### config.mk
export PLATFORM = sky130hd
export DESIGN_NAME = mdc_dispensador
export DESIGN_NICKNAME = d
export VERILOG_FILES = /design/src/rtl/mdc_pkg.sv /design/src/rtl/mdc_temporizador.sv /design/src/rtl/mdc_dispensador.sv
export SDC_FILE = /design/constraint.sdc
export NUM_CORES = 1
export LEC_CHECK = 0
export CAP_MARGIN = 20
export CORE_MARGIN = 10
export CORE_UTILIZATION = 57
export DETAILED_ROUTE_END_ITERATION = 16
export PLACE_DENSITY = 0.83
export SLEW_MARGIN = 20
export SYNTH_ARGS = -nofsm -noshare
export SYNTH_HDL_FRONTEND = slang
export SYNTH_HIERARCHICAL = 1
export SYNTH_SLANG_ARGS = --single-unit
### constraint.sdc
create_clock -name clk -period 3.5 [get_ports clk]
set_input_delay 1.05 -clock clk [delete_from_list [all_inputs] [get_ports clk]]
set_output_delay 1.05 -clock clk [all_outputs]
set_load 0.02 [all_outputs]
### src/rtl/mdc_pkg.sv
`default_nettype none
// ============================================================================
// Module   : mdc_pkg
// Purpose  : Shared definitions for the coffee-machine dispenser: command
//            codes, dispenser state encoding and the actuator exclusion helper.
// Ports    : none (package)
// Options  : MDC_CUP_SENSE_EN enables the WAIT_CUP state in the dispenser
// Revision : 1.0 - initial release
// ============================================================================
package mdc_pkg;

    // Command codes driven by maquina_de_cafe.out
    localparam logic [2:0] c_cmd_none      = 3'b000;
    localparam logic [2:0] c_cmd_cafe      = 3'b001;
    localparam logic [2:0] c_cmd_te        = 3'b010;
    localparam logic [2:0] c_cmd_err_agua  = 3'b011;
    localparam logic [2:0] c_cmd_err_cafe  = 3'b100;
    localparam logic [2:0] c_cmd_cambio    = 3'b101;
    localparam logic [2:0] c_cmd_rsvd      = 3'b110;
    localparam logic [2:0] c_cmd_devolver  = 3'b111;

    // Dispenser state encoding
    localparam int         c_st_w          = 3;
    localparam logic [2:0] c_st_idle       = 3'd0;
    localparam logic [2:0] c_st_heat       = 3'd1;
    localparam logic [2:0] c_st_pour       = 3'd2;
    localparam logic [2:0] c_st_eject      = 3'd3;
    localparam logic [2:0] c_st_fault      = 3'd4;
    localparam logic [2:0] c_st_done       = 3'd5;
    localparam logic [2:0] c_st_wait_cup   = 3'd6;

    // At most one member of an exclusive actuator pair may be on
    localparam int         c_excl_max_on   = 1;

    function automatic int mdc_max(input int a, input int b);
        return (a > b) ? a : b;
    endfunction

    function automatic logic mdc_excl_ok(input logic a, input logic b);
        return (int'(a) + int'(b)) <= c_excl_max_on;
    endfunction

endpackage
`default_nettype wire

### src/rtl/mdc_temporizador.sv
`default_nettype none
// ============================================================================
// Module   : mdc_temporizador
// Purpose  : Loadable down-counter shared by every timed dispenser phase.
//            Stops at zero (never wraps); zero flag is combinational.
// Ports    : clk, rst (sync, active-low), load, value, en -> zero
//            count (only with MDC_CUP_SENSE_EN, used to save pour progress)
// Options  : MDC_CUP_SENSE_EN
// Revision : 1.0 - initial release
// ============================================================================
module mdc_temporizador #(
    parameter int WIDTH = 6
) (
    input  logic             clk,
    input  logic             rst,
    input  logic             load,
    input  logic [WIDTH-1:0] value,
    input  logic             en,
`ifdef MDC_CUP_SENSE_EN
    output logic [WIDTH-1:0] count,
`endif
    output logic             zero
);

    logic [WIDTH-1:0] r_count;

    always_ff @(posedge clk) begin
        if (!rst) begin
            r_count <= '0;
        end else if (load) begin
            r_count <= value;
        end else if (en && (r_count != '0)) begin
            r_count <= r_count - 1'b1;
        end
    end

    assign zero  = (r_count == '0);
`ifdef MDC_CUP_SENSE_EN
    assign count = r_count;
`endif

endmodule
`default_nettype wire

### src/rtl/mdc_dispensador.sv
`default_nettype none
// ============================================================================
// Module   : mdc_dispensador
// Purpose  : Actuator-side responder for the coffee machine controller. Each
//            newly presented command (after an intervening NONE) runs one timed
//            actuator sequence; busy/done report progress.
// Ports    : clk, rst (sync, active-low), cmd[2:0], cup_ok (optional)
//            -> heater, valve_agua, valve_cafe, valve_te, eject_moneda,
//               eject_cinco, err_led, busy, done (all registered)
// Options  : MDC_CUP_SENSE_EN adds cup_ok and the WAIT_CUP state
// Revision : 1.0 - initial release
// ============================================================================
module mdc_dispensador
    import mdc_pkg::*;
#(
    parameter int HEAT_CYC    = 8,
    parameter int POUR_CYC    = 12,
    parameter int EJECT_CYC   = 4,
    parameter int CUP_TIMEOUT = 32
) (
    input  logic       clk,
    input  logic       rst,
    input  logic [2:0] cmd,
`ifdef MDC_CUP_SENSE_EN
    input  logic       cup_ok,
`endif
    output logic       heater,
    output logic       valve_agua,
    output logic       valve_cafe,
    output logic       valve_te,
    output logic       eject_moneda,
    output logic       eject_cinco,
    output logic       err_led,
    output logic       busy,
    output logic       done
);

    localparam int c_max_cyc = mdc_max(mdc_max(HEAT_CYC, POUR_CYC), mdc_max(EJECT_CYC, CUP_TIMEOUT));
    localparam int c_cnt_w   = $clog2(c_max_cyc) + 1;

    localparam logic [c_cnt_w-1:0] c_heat_ld  = c_cnt_w'(HEAT_CYC - 1);
    localparam logic [c_cnt_w-1:0] c_pour_ld  = c_cnt_w'(POUR_CYC - 1);
    localparam logic [c_cnt_w-1:0] c_eject_ld = c_cnt_w'(EJECT_CYC - 1);
`ifdef MDC_CUP_SENSE_EN
    localparam logic [c_cnt_w-1:0] c_cup_ld   = c_cnt_w'(CUP_TIMEOUT - 1);
`endif

    logic [c_st_w-1:0]  r_state;
    logic               r_armed;
    logic               r_is_te;     // product latched at accept
    logic               r_cinco;     // which ejector the EJECT phase drives
    logic [c_st_w-1:0]  w_next;
    logic               w_accept;
    logic               w_is_te_n;
    logic               w_cinco_n;
    logic               w_load;
    logic [c_cnt_w-1:0] w_value;
    logic               w_en;
    logic               w_zero;
`ifdef MDC_CUP_SENSE_EN
    logic [c_cnt_w-1:0] w_count;
    logic [c_cnt_w-1:0] r_pour_left; // reload value when pouring resumes
`endif

    mdc_temporizador #(.WIDTH(c_cnt_w)) u_tmr (
        .clk   (clk),
        .rst   (rst),
        .load  (w_load),
        .value (w_value),
        .en    (w_en),
`ifdef MDC_CUP_SENSE_EN
        .count (w_count),
`endif
        .zero  (w_zero)
    );

    // A command is taken only once per NONE; reserved code neither runs nor disarms
    assign w_accept = (r_state == c_st_idle) && r_armed &&
                      (cmd != c_cmd_none) && (cmd != c_cmd_rsvd);

    always_comb begin
        w_next    = r_state;
        w_load    = 1'b0;
        w_value   = '0;
        w_en      = 1'b0;
        w_is_te_n = r_is_te;
        w_cinco_n = r_cinco;
        case (r_state)
            c_st_idle: begin
                if (w_accept) begin
                    w_is_te_n = (cmd == c_cmd_te);
                    w_cinco_n = (cmd == c_cmd_cambio);
                    case (cmd)
                        c_cmd_cafe, c_cmd_te: begin
                            w_next  = c_st_heat;
                            w_load  = 1'b1;
                            w_value = c_heat_ld;
                        end
                        c_cmd_cambio, c_cmd_devolver: begin
                            w_next  = c_st_eject;
                            w_load  = 1'b1;
                            w_value = c_eject_ld;
                        end
                        default: w_next = c_st_fault;
                    endcase
                end
            end
            c_st_heat: begin
                if (w_zero) begin
                    w_load = 1'b1;
`ifdef MDC_CUP_SENSE_EN
                    w_next  = c_st_wait_cup;
                    w_value = c_cup_ld;
`else
                    w_next  = c_st_pour;
                    w_value = c_pour_ld;
`endif
                end else begin
                    w_en = 1'b1;
                end
            end
`ifdef MDC_CUP_SENSE_EN
            c_st_wait_cup: begin
                if (cup_ok) begin
                    w_next  = c_st_pour;
                    w_load  = 1'b1;
                    w_value = r_pour_left;
                end else if (w_zero) begin
                    // No cup arrived: refund the inserted coin
                    w_next    = c_st_eject;
                    w_load    = 1'b1;
                    w_value   = c_eject_ld;
                    w_cinco_n = 1'b0;
                end else begin
                    w_en = 1'b1;
                end
            end
`endif
            c_st_pour: begin
                if (w_zero) begin
                    w_next = c_st_done;
`ifdef MDC_CUP_SENSE_EN
                end else if (!cup_ok) begin
                    w_next  = c_st_wait_cup;
                    w_load  = 1'b1;
                    w_value = c_cup_ld;
`endif
                end else begin
                    w_en = 1'b1;
                end
            end
            c_st_eject: begin
                if (w_zero) begin
                    w_next = c_st_done;
                end else begin
                    w_en = 1'b1;
                end
            end
            c_st_fault: begin
                if (cmd == c_cmd_none) begin
                    w_next = c_st_idle;
                end
            end
            default: w_next = c_st_idle;
        endcase
    end

    always_ff @(posedge clk) begin
        if (!rst) begin
            r_state      <= c_st_idle;
            r_armed      <= 1'b0;
            r_is_te      <= 1'b0;
            r_cinco      <= 1'b0;
            heater       <= 1'b0;
            valve_agua   <= 1'b0;
            valve_cafe   <= 1'b0;
            valve_te     <= 1'b0;
            eject_moneda <= 1'b0;
            eject_cinco  <= 1'b0;
            err_led      <= 1'b0;
            busy         <= 1'b0;
            done         <= 1'b0;
`ifdef MDC_CUP_SENSE_EN
            r_pour_left  <= '0;
`endif
        end else begin
            r_state <= w_next;
            r_is_te <= w_is_te_n;
            r_cinco <= w_cinco_n;
            if (w_accept) begin
                r_armed <= 1'b0;
            end else if (((r_state == c_st_idle) || (r_state == c_st_fault)) &&
                         (cmd == c_cmd_none)) begin
                r_armed <= 1'b1;
            end
`ifdef MDC_CUP_SENSE_EN
            if ((r_state == c_st_heat) && w_zero) begin
                r_pour_left <= c_pour_ld;
            end else if ((r_state == c_st_pour) && !w_zero && !cup_ok) begin
                // The cycle just finished was poured; keep what is left
                r_pour_left <= w_count - 1'b1;
            end
`endif
            // Outputs follow the state being entered so they are registered
            heater       <= (w_next == c_st_heat) || (w_next == c_st_pour) ||
                            (w_next == c_st_wait_cup);
            valve_agua   <= (w_next == c_st_pour);
            valve_cafe   <= (w_next == c_st_pour) && !w_is_te_n;
            valve_te     <= (w_next == c_st_pour) && w_is_te_n;
            eject_moneda <= (w_next == c_st_eject) && !w_cinco_n;
            eject_cinco  <= (w_next == c_st_eject) && w_cinco_n;
            err_led      <= (w_next == c_st_fault);
            busy         <= (w_next == c_st_heat) || (w_next == c_st_pour) ||
                            (w_next == c_st_wait_cup) || (w_next == c_st_eject) ||
                            (w_next == c_st_fault);
            done         <= (w_next == c_st_done);
        end
    end

endmodule
`default_nettype wire

Word-level counts from Yosys, hierarchy flattened:

Index checks and enable logic that the tools add are counted.

* add/subtract/negate cells: 1
* equal/unequal tests: 15
* mux-type cells: 22
* bitwise gates (word level): 1
* reductions and logical operators: 28

Operators with widths (number)
* == test 3 bit (second input constant): 6
* == test 3 x 2 -> 1 bit (second input constant): 5
* 2-to-1 mux 3 bit: 5
* 2-to-1 mux 6 bit: 2
* case mux 3 bit (2 select lines): 2
* case mux 3 bit (4 select lines): 1
* == test 3 x 1 -> 1 bit (second input constant): 3
* logical AND 1 bit: 9
* 2-to-1 mux 1 bit: 9
* case mux 4 bit (2 select lines): 1
* OR reduction 2 bit: 4
* zero test 3 bit: 2
* zero test 6 bit: 1
* nonzero test 6 bit: 1
* subtractor 6 x 1 -> 6 bit (second input constant): 1
* logical OR 1 bit: 5
* 2-to-1 mux 4 bit: 1
* OR reduction 4 bit: 1
* inequality test 3 bit (second input constant): 1
* nonzero test 3 bit: 1
* OR reduction 3 bit: 1
* zero test 1 bit: 2
* case mux 1 bit (2 select lines): 1
* nonzero test 2 bit: 1
* inverter 1 bit: 1

* register bits after elaboration: 21
* bits of input ports: 5
* logic and storage cells: 81

Depth between registers and ports, before layout:

* word-level depth: 11
* depth in mapped cells: 10

Cells and area by module:

The synthesis kept the hierarchy.

Modules (own cells, without submodules)
* mdc_dispensador: times used 1, cells each 81, area an instance 745.7 µm², seq. area each 300.3 µm²
* mdc_temporizador: times used 1, cells each 42, area an instance 374.1 µm², seq. area each 120.1 µm²

Least setup slack after synthesis:

OpenSTA, ideal clock, no wires.

* path kind: input to register
* from: input cmd[1]
* to: register heater
* setup time: 0.070 ns
* data arrival time: 2.291 ns
* required time: 3.430 ns
* setup slack: 1.139 ns
* stages: 6
* path buffers: 1
* cells stage by stage: buf_6 > nor2b_4 > xnor2_2 > o22a_4 > or4_1 > a21oi_1

* longest elaborated chain between the ends: 8

RTL lines
* from (decl): RTL line mdc_dispensador.sv:23 `input logic [2:0] cmd,`
* == test 3 bit (tied with other cells): RTL line mdc_dispensador.sv:93 `case (cmd)`
* OR reduction 2 bit / logical AND 1 bit (equally long branches): RTL line mdc_dispensador.sv:93, mdc_dispensador.sv:78
* case mux 3 bit (2 select lines) / logical AND 1 bit (equally long branches): RTL line mdc_dispensador.sv:93, mdc_dispensador.sv:79
* 2-to-1 mux 3 bit: RTL line mdc_dispensador.sv:90 `if (w_accept) begin`
* case mux 3 bit (4 select lines) (*): RTL line mdc_dispensador.sv:88 `case (r_state)`
* == test 3 x 1 -> 1 bit / == test 3 x 2 -> 1 bit (equally long branches): RTL line mdc_dispensador.sv:205 `heater <= (w_next == c_st_heat) || (w_next == c_st_pour) ||`
* logical OR 1 bit: RTL line mdc_dispensador.sv:205
* logical OR 1 bit (*): RTL line mdc_dispensador.sv:205
* to (signal assigned): RTL line mdc_dispensador.sv:205
* to (decl): RTL line mdc_dispensador.sv:27 `output logic heater,`

Mark *: on every way between the ends. The rest lies on a longest branch, timed or not.
A chain may end at the register's enable or synchronous reset.

Final worst setup path:

Same ends and word-level chain as after synthesis.

==> results.txt <==
----------------------------------------------------
[Job]
  Number of max-cap violations ... 0

[Clock tree]
  Worst-Skew Late Latency ... 0.31 ns
  Level count of the clock H-tree ... 1
  Hold_buf cts ... 0
  Count of instances resized after the clock tree is built ... 0
  Clock transition at the register clock pins on the worst setup and hold paths after CTS ... 0.11 ns
  Clock tree from TritonCTS ... built
  Clock buffers created by TritonCTS ... 3
  Postcts setup bufs ... 0
  Clock Tree Buf Depth ... 2
  Clock sink total ... 21
  Root buffer cell ... sky130_fd_sc_hd__clkbuf_4

[Global routing]
  Maximum number of pins on one net before global-route repair ... 13
  Initial antenna violation count ... 0
  Global-route wire length before repair ... 3967 microns
  Via count of the first global-routing pass ... 851
  Overflow left after global routing ... 0
  GR Util All Layers ... 0.1185

[Drt]
  Via count normalized by instance count ... 5.783
  DR top layer ... met4
  Met1 layer wirelength in the final routing ... 889 microns
  Antenna viol nets, final ... 0
  DRC Markers ... 0
  Routed met3 length ... 148 microns
  DRT Wirelength ... 2278 microns
  Count of vias placed by the detailed router ... 931
  Per-cell routed wire length ... 14.15 microns
  Detailed-router iteration count before antenna repair ... 4
  DR iter-0 viols ... 60
  Met2 WL ... 1204 microns

[Power and ir drop]
  Pwr Total ... 0.5827 mW
  Cell area power density ... 463.9 nW/um^2
  Leakage power of the design ... 0.4630 nW
  Worst ir drop on vdd ... 321.2 uV

[Timing]
  Final critical-path required period ... 2.729 ns
  Fmax ... 0.3664 GHz
  Transition time at the pin with the least slew margin ... 0.5704 ns
  Clock Skews ... 0.0006798 ns
  Final setup vio count ... 0
  Post-route clock period utilization ... 0.7798
  Final Hold Viols ... 0
  RSZ-0062 raised after global routing ... false
  Post-route setup TNS ... 0 ns
  Max-slew violations ... 0
  Max transition margin ... 0.6144

[Synth]
  FF+latch count, synth ... 21
  Cell type with the largest total area after synthesis ... sky130_fd_sc_hd__dfxtp_1
  Top cells by area, synth ... sky130_fd_sc_hd__dfxtp_1, sky130_fd_sc_hd__a21oi_1, sky130_fd_sc_hd__o21ai_0
  EDFF count, synth ... 0
  Average footprint of a synthesized cell ... 9.104 sq um
  Sequential area share after synthesis ... 0.3754
  Async set or reset register ratio after synthesis ... 0
  Synth cell count leaders ... sky130_fd_sc_hd__dfxtp_1, sky130_fd_sc_hd__a21oi_1, sky130_fd_sc_hd__o21ai_0, sky130_fd_sc_hd__nor2_1
  Ys Warns ... 6
  Yosys top cell area share ... 0.3754
  Number of instances in the synthesized netlist ... 123
  Summed instance area of the synthesized netlist ... 1120 sq um
  Cell with the most instances after synthesis ... sky130_fd_sc_hd__dfxtp_1
  Distinct cell type count of the synthesized netlist ... 42
  Top FF cell, synth ... sky130_fd_sc_hd__dfxtp_1

[Worst setup path]
  Crit Path Max Fanout ... 10
  CP max stage cell ... sky130_fd_sc_hd__clkdlybuf4s50_1
  Critical path class ... primary input to flop
  Startpoint types ... primary input
  Delay of the slowest critical-path stage ... 0.66 ns
  Crit path cell chain ... clkdlybuf4s50_1, nor2b_4, xnor2_2, o22a_4, or4_1, a21oi_1
  Crit end category ... flop
  Arrival @ worst endpoint ... 2.98 ns
  Data required time of the worst path ... 3.75 ns
  Kind of cell adding the most delay to the critical path ... simple AND/OR/NAND/NOR gates
  Buffers & Inverters on Critical Path ... 1

[Outcome]
  Outcome ... complete, no violations

[Die]
  Starting density of the core ... 0.6215
  Floorplan Core Area ... 1802 sq um
  Rows ... 15
  Die Y-Extent ... 64.33 microns
  Total die area ... 4138 sq um
  Number of ports placed on the die boundary ... 14
  Horiz. Die Dim ... 64.33 microns

[Cells and area]
  Regs by FF count ... u_tmr/r_count: 6 flops, r_state: 3 flops
  Area grow syn2layout ... 12.18%
  Number of filler instances in the final layout ... 146
  Ratio of cells with drive above 1 in the final layout ... 0.1250
  Number of nets in the layout ... 144
  Ant. Diodes ... 0
  Flip-flop count of the largest register after layout ... 6
  Most flop-heavy register ... u_tmr/r_count

[Place]
  Weighted congestion at the end of routability-driven global placement ... 0.8201
  Post-detailed-placement half-perimeter wirelength ... 1658 microns
  Count of buffers from port buffering ... 13

[Min path]
  Kind of path behind the tightest hold check ... flop to flop

----------------------------------------------------
stage by stage:
stage | cells | util | setup WS [ns] | hold WS, ns | cell area [sq um]
6_report | 161 | 0.6972 | 0.7706 | 0.5796 | 1256
5_1_grt | 161 | 0.6972 | 0.6093 | 0.6288 | 1256
4_1_cts | 161 | 0.6972 | 0.7909 | 0.5685 | 1256
3_5_place_dp | 157 | 0.6819 | 0.4747 | 0.5486 | 1229
3_3_place_gp | 157 | 0.6819 | 0.5213 | 0.5438 | 1229
2_1_floorplan | 124 | - | 1.139 | 0.5029 | 1124
layout by cell type, fill, tap and decap left out, types with 2 or more instances in the layout:
cell and count:
sky130_fd_sc_hd__a21oi_1 13, sky130_fd_sc_hd__nor3_1 6, sky130_fd_sc_hd__nand3_1 3, sky130_fd_sc_hd__nor4b_1 2, sky130_fd_sc_hd__o21bai_1 2, sky130_fd_sc_hd__and2_1 2
sky130_fd_sc_hd__a2bb2oi_1 2, sky130_fd_sc_hd__xnor2_1 3, sky130_fd_sc_hd__nor2b_1 3, sky130_fd_sc_hd__ha_1 2, sky130_fd_sc_hd__clkbuf_4 3, sky130_fd_sc_hd__mux2i_1 3
sky130_fd_sc_hd__dfxtp_1 21, sky130_fd_sc_hd__nor2_1 9, sky130_fd_sc_hd__nor4_1 3, sky130_fd_sc_hd__o21ai_0 12, sky130_fd_sc_hd__inv_1 6, sky130_fd_sc_hd__nand2_1 4
sky130_fd_sc_hd__or4b_4 2, sky130_fd_sc_hd__conb_1 2, sky130_fd_sc_hd__clkdlybuf4s50_1 13
layout make-up:
class	count	area [sq um]	share of cell area
inverters	6	22.52	0.01793
repair buffers	13	130.1	0.1036
clock inverters	1	5.005	0.003984
flip-flops and latches	21	420.4	0.3347
multi-input cells	92	624.3	0.4970
well taps	25	31.28	0.02490
clock buffers	3	22.52	0.01793
layer usage:
| layer | GRT usage | vias up |
|---|---|---|
| met4 | 0.05348 | 0 |
| met2 | 0.2094 | 29 |
| met1 | 0.1244 | 431 |
| met3 | 0.03833 | 5 |
| li1 | - | 466 |
| met5 | 0 | - |
tightest hold or removal path: stages (launching register included):
cell	delay [ns]
sky130_fd_sc_hd__dfxtp_1	0.36
sky130_fd_sc_hd__a21oi_1	0.13
sky130_fd_sc_hd__nor2_1	0.06
where the power goes:
part	switching, mW	internal [mW]	total (mW)
Sequential	0.0200	0.261	0.281
Combinational	0.102	0.0833	0.186
Clock	0.0735	0.0428	0.116
Total	0.196	0.387	0.583
cells by family (layout without fill, tap and decap cells):
kind of cell / Yosys count / after routing / share of synthesized area
simple gates: 44 / 44 / 0.2481
compound gates: 35 / 35 / 0.1978
flops: 21 / 21 / 0.3754
buf+inv: 11 / 23 / 0.07039
xor+xnor: 5 / 5 / 0.04582
mux: 4 / 4 / 0.03687
fa+ha+maj: 2 / 2 / 0.02234
other cells: 1 / 2 / 0.003349
worst paths after layout:
kind	start	endpoint	slack, ns	cells past startpoint
max	cmd[1]	heater	0.77	6
min	r_armed	r_armed	0.58	2
max reg2reg	u_tmr/r_count[0]	heater	0.87	8
min reg2reg	r_armed	r_armed	0.58	2
(Power assumes the default switching activity.)
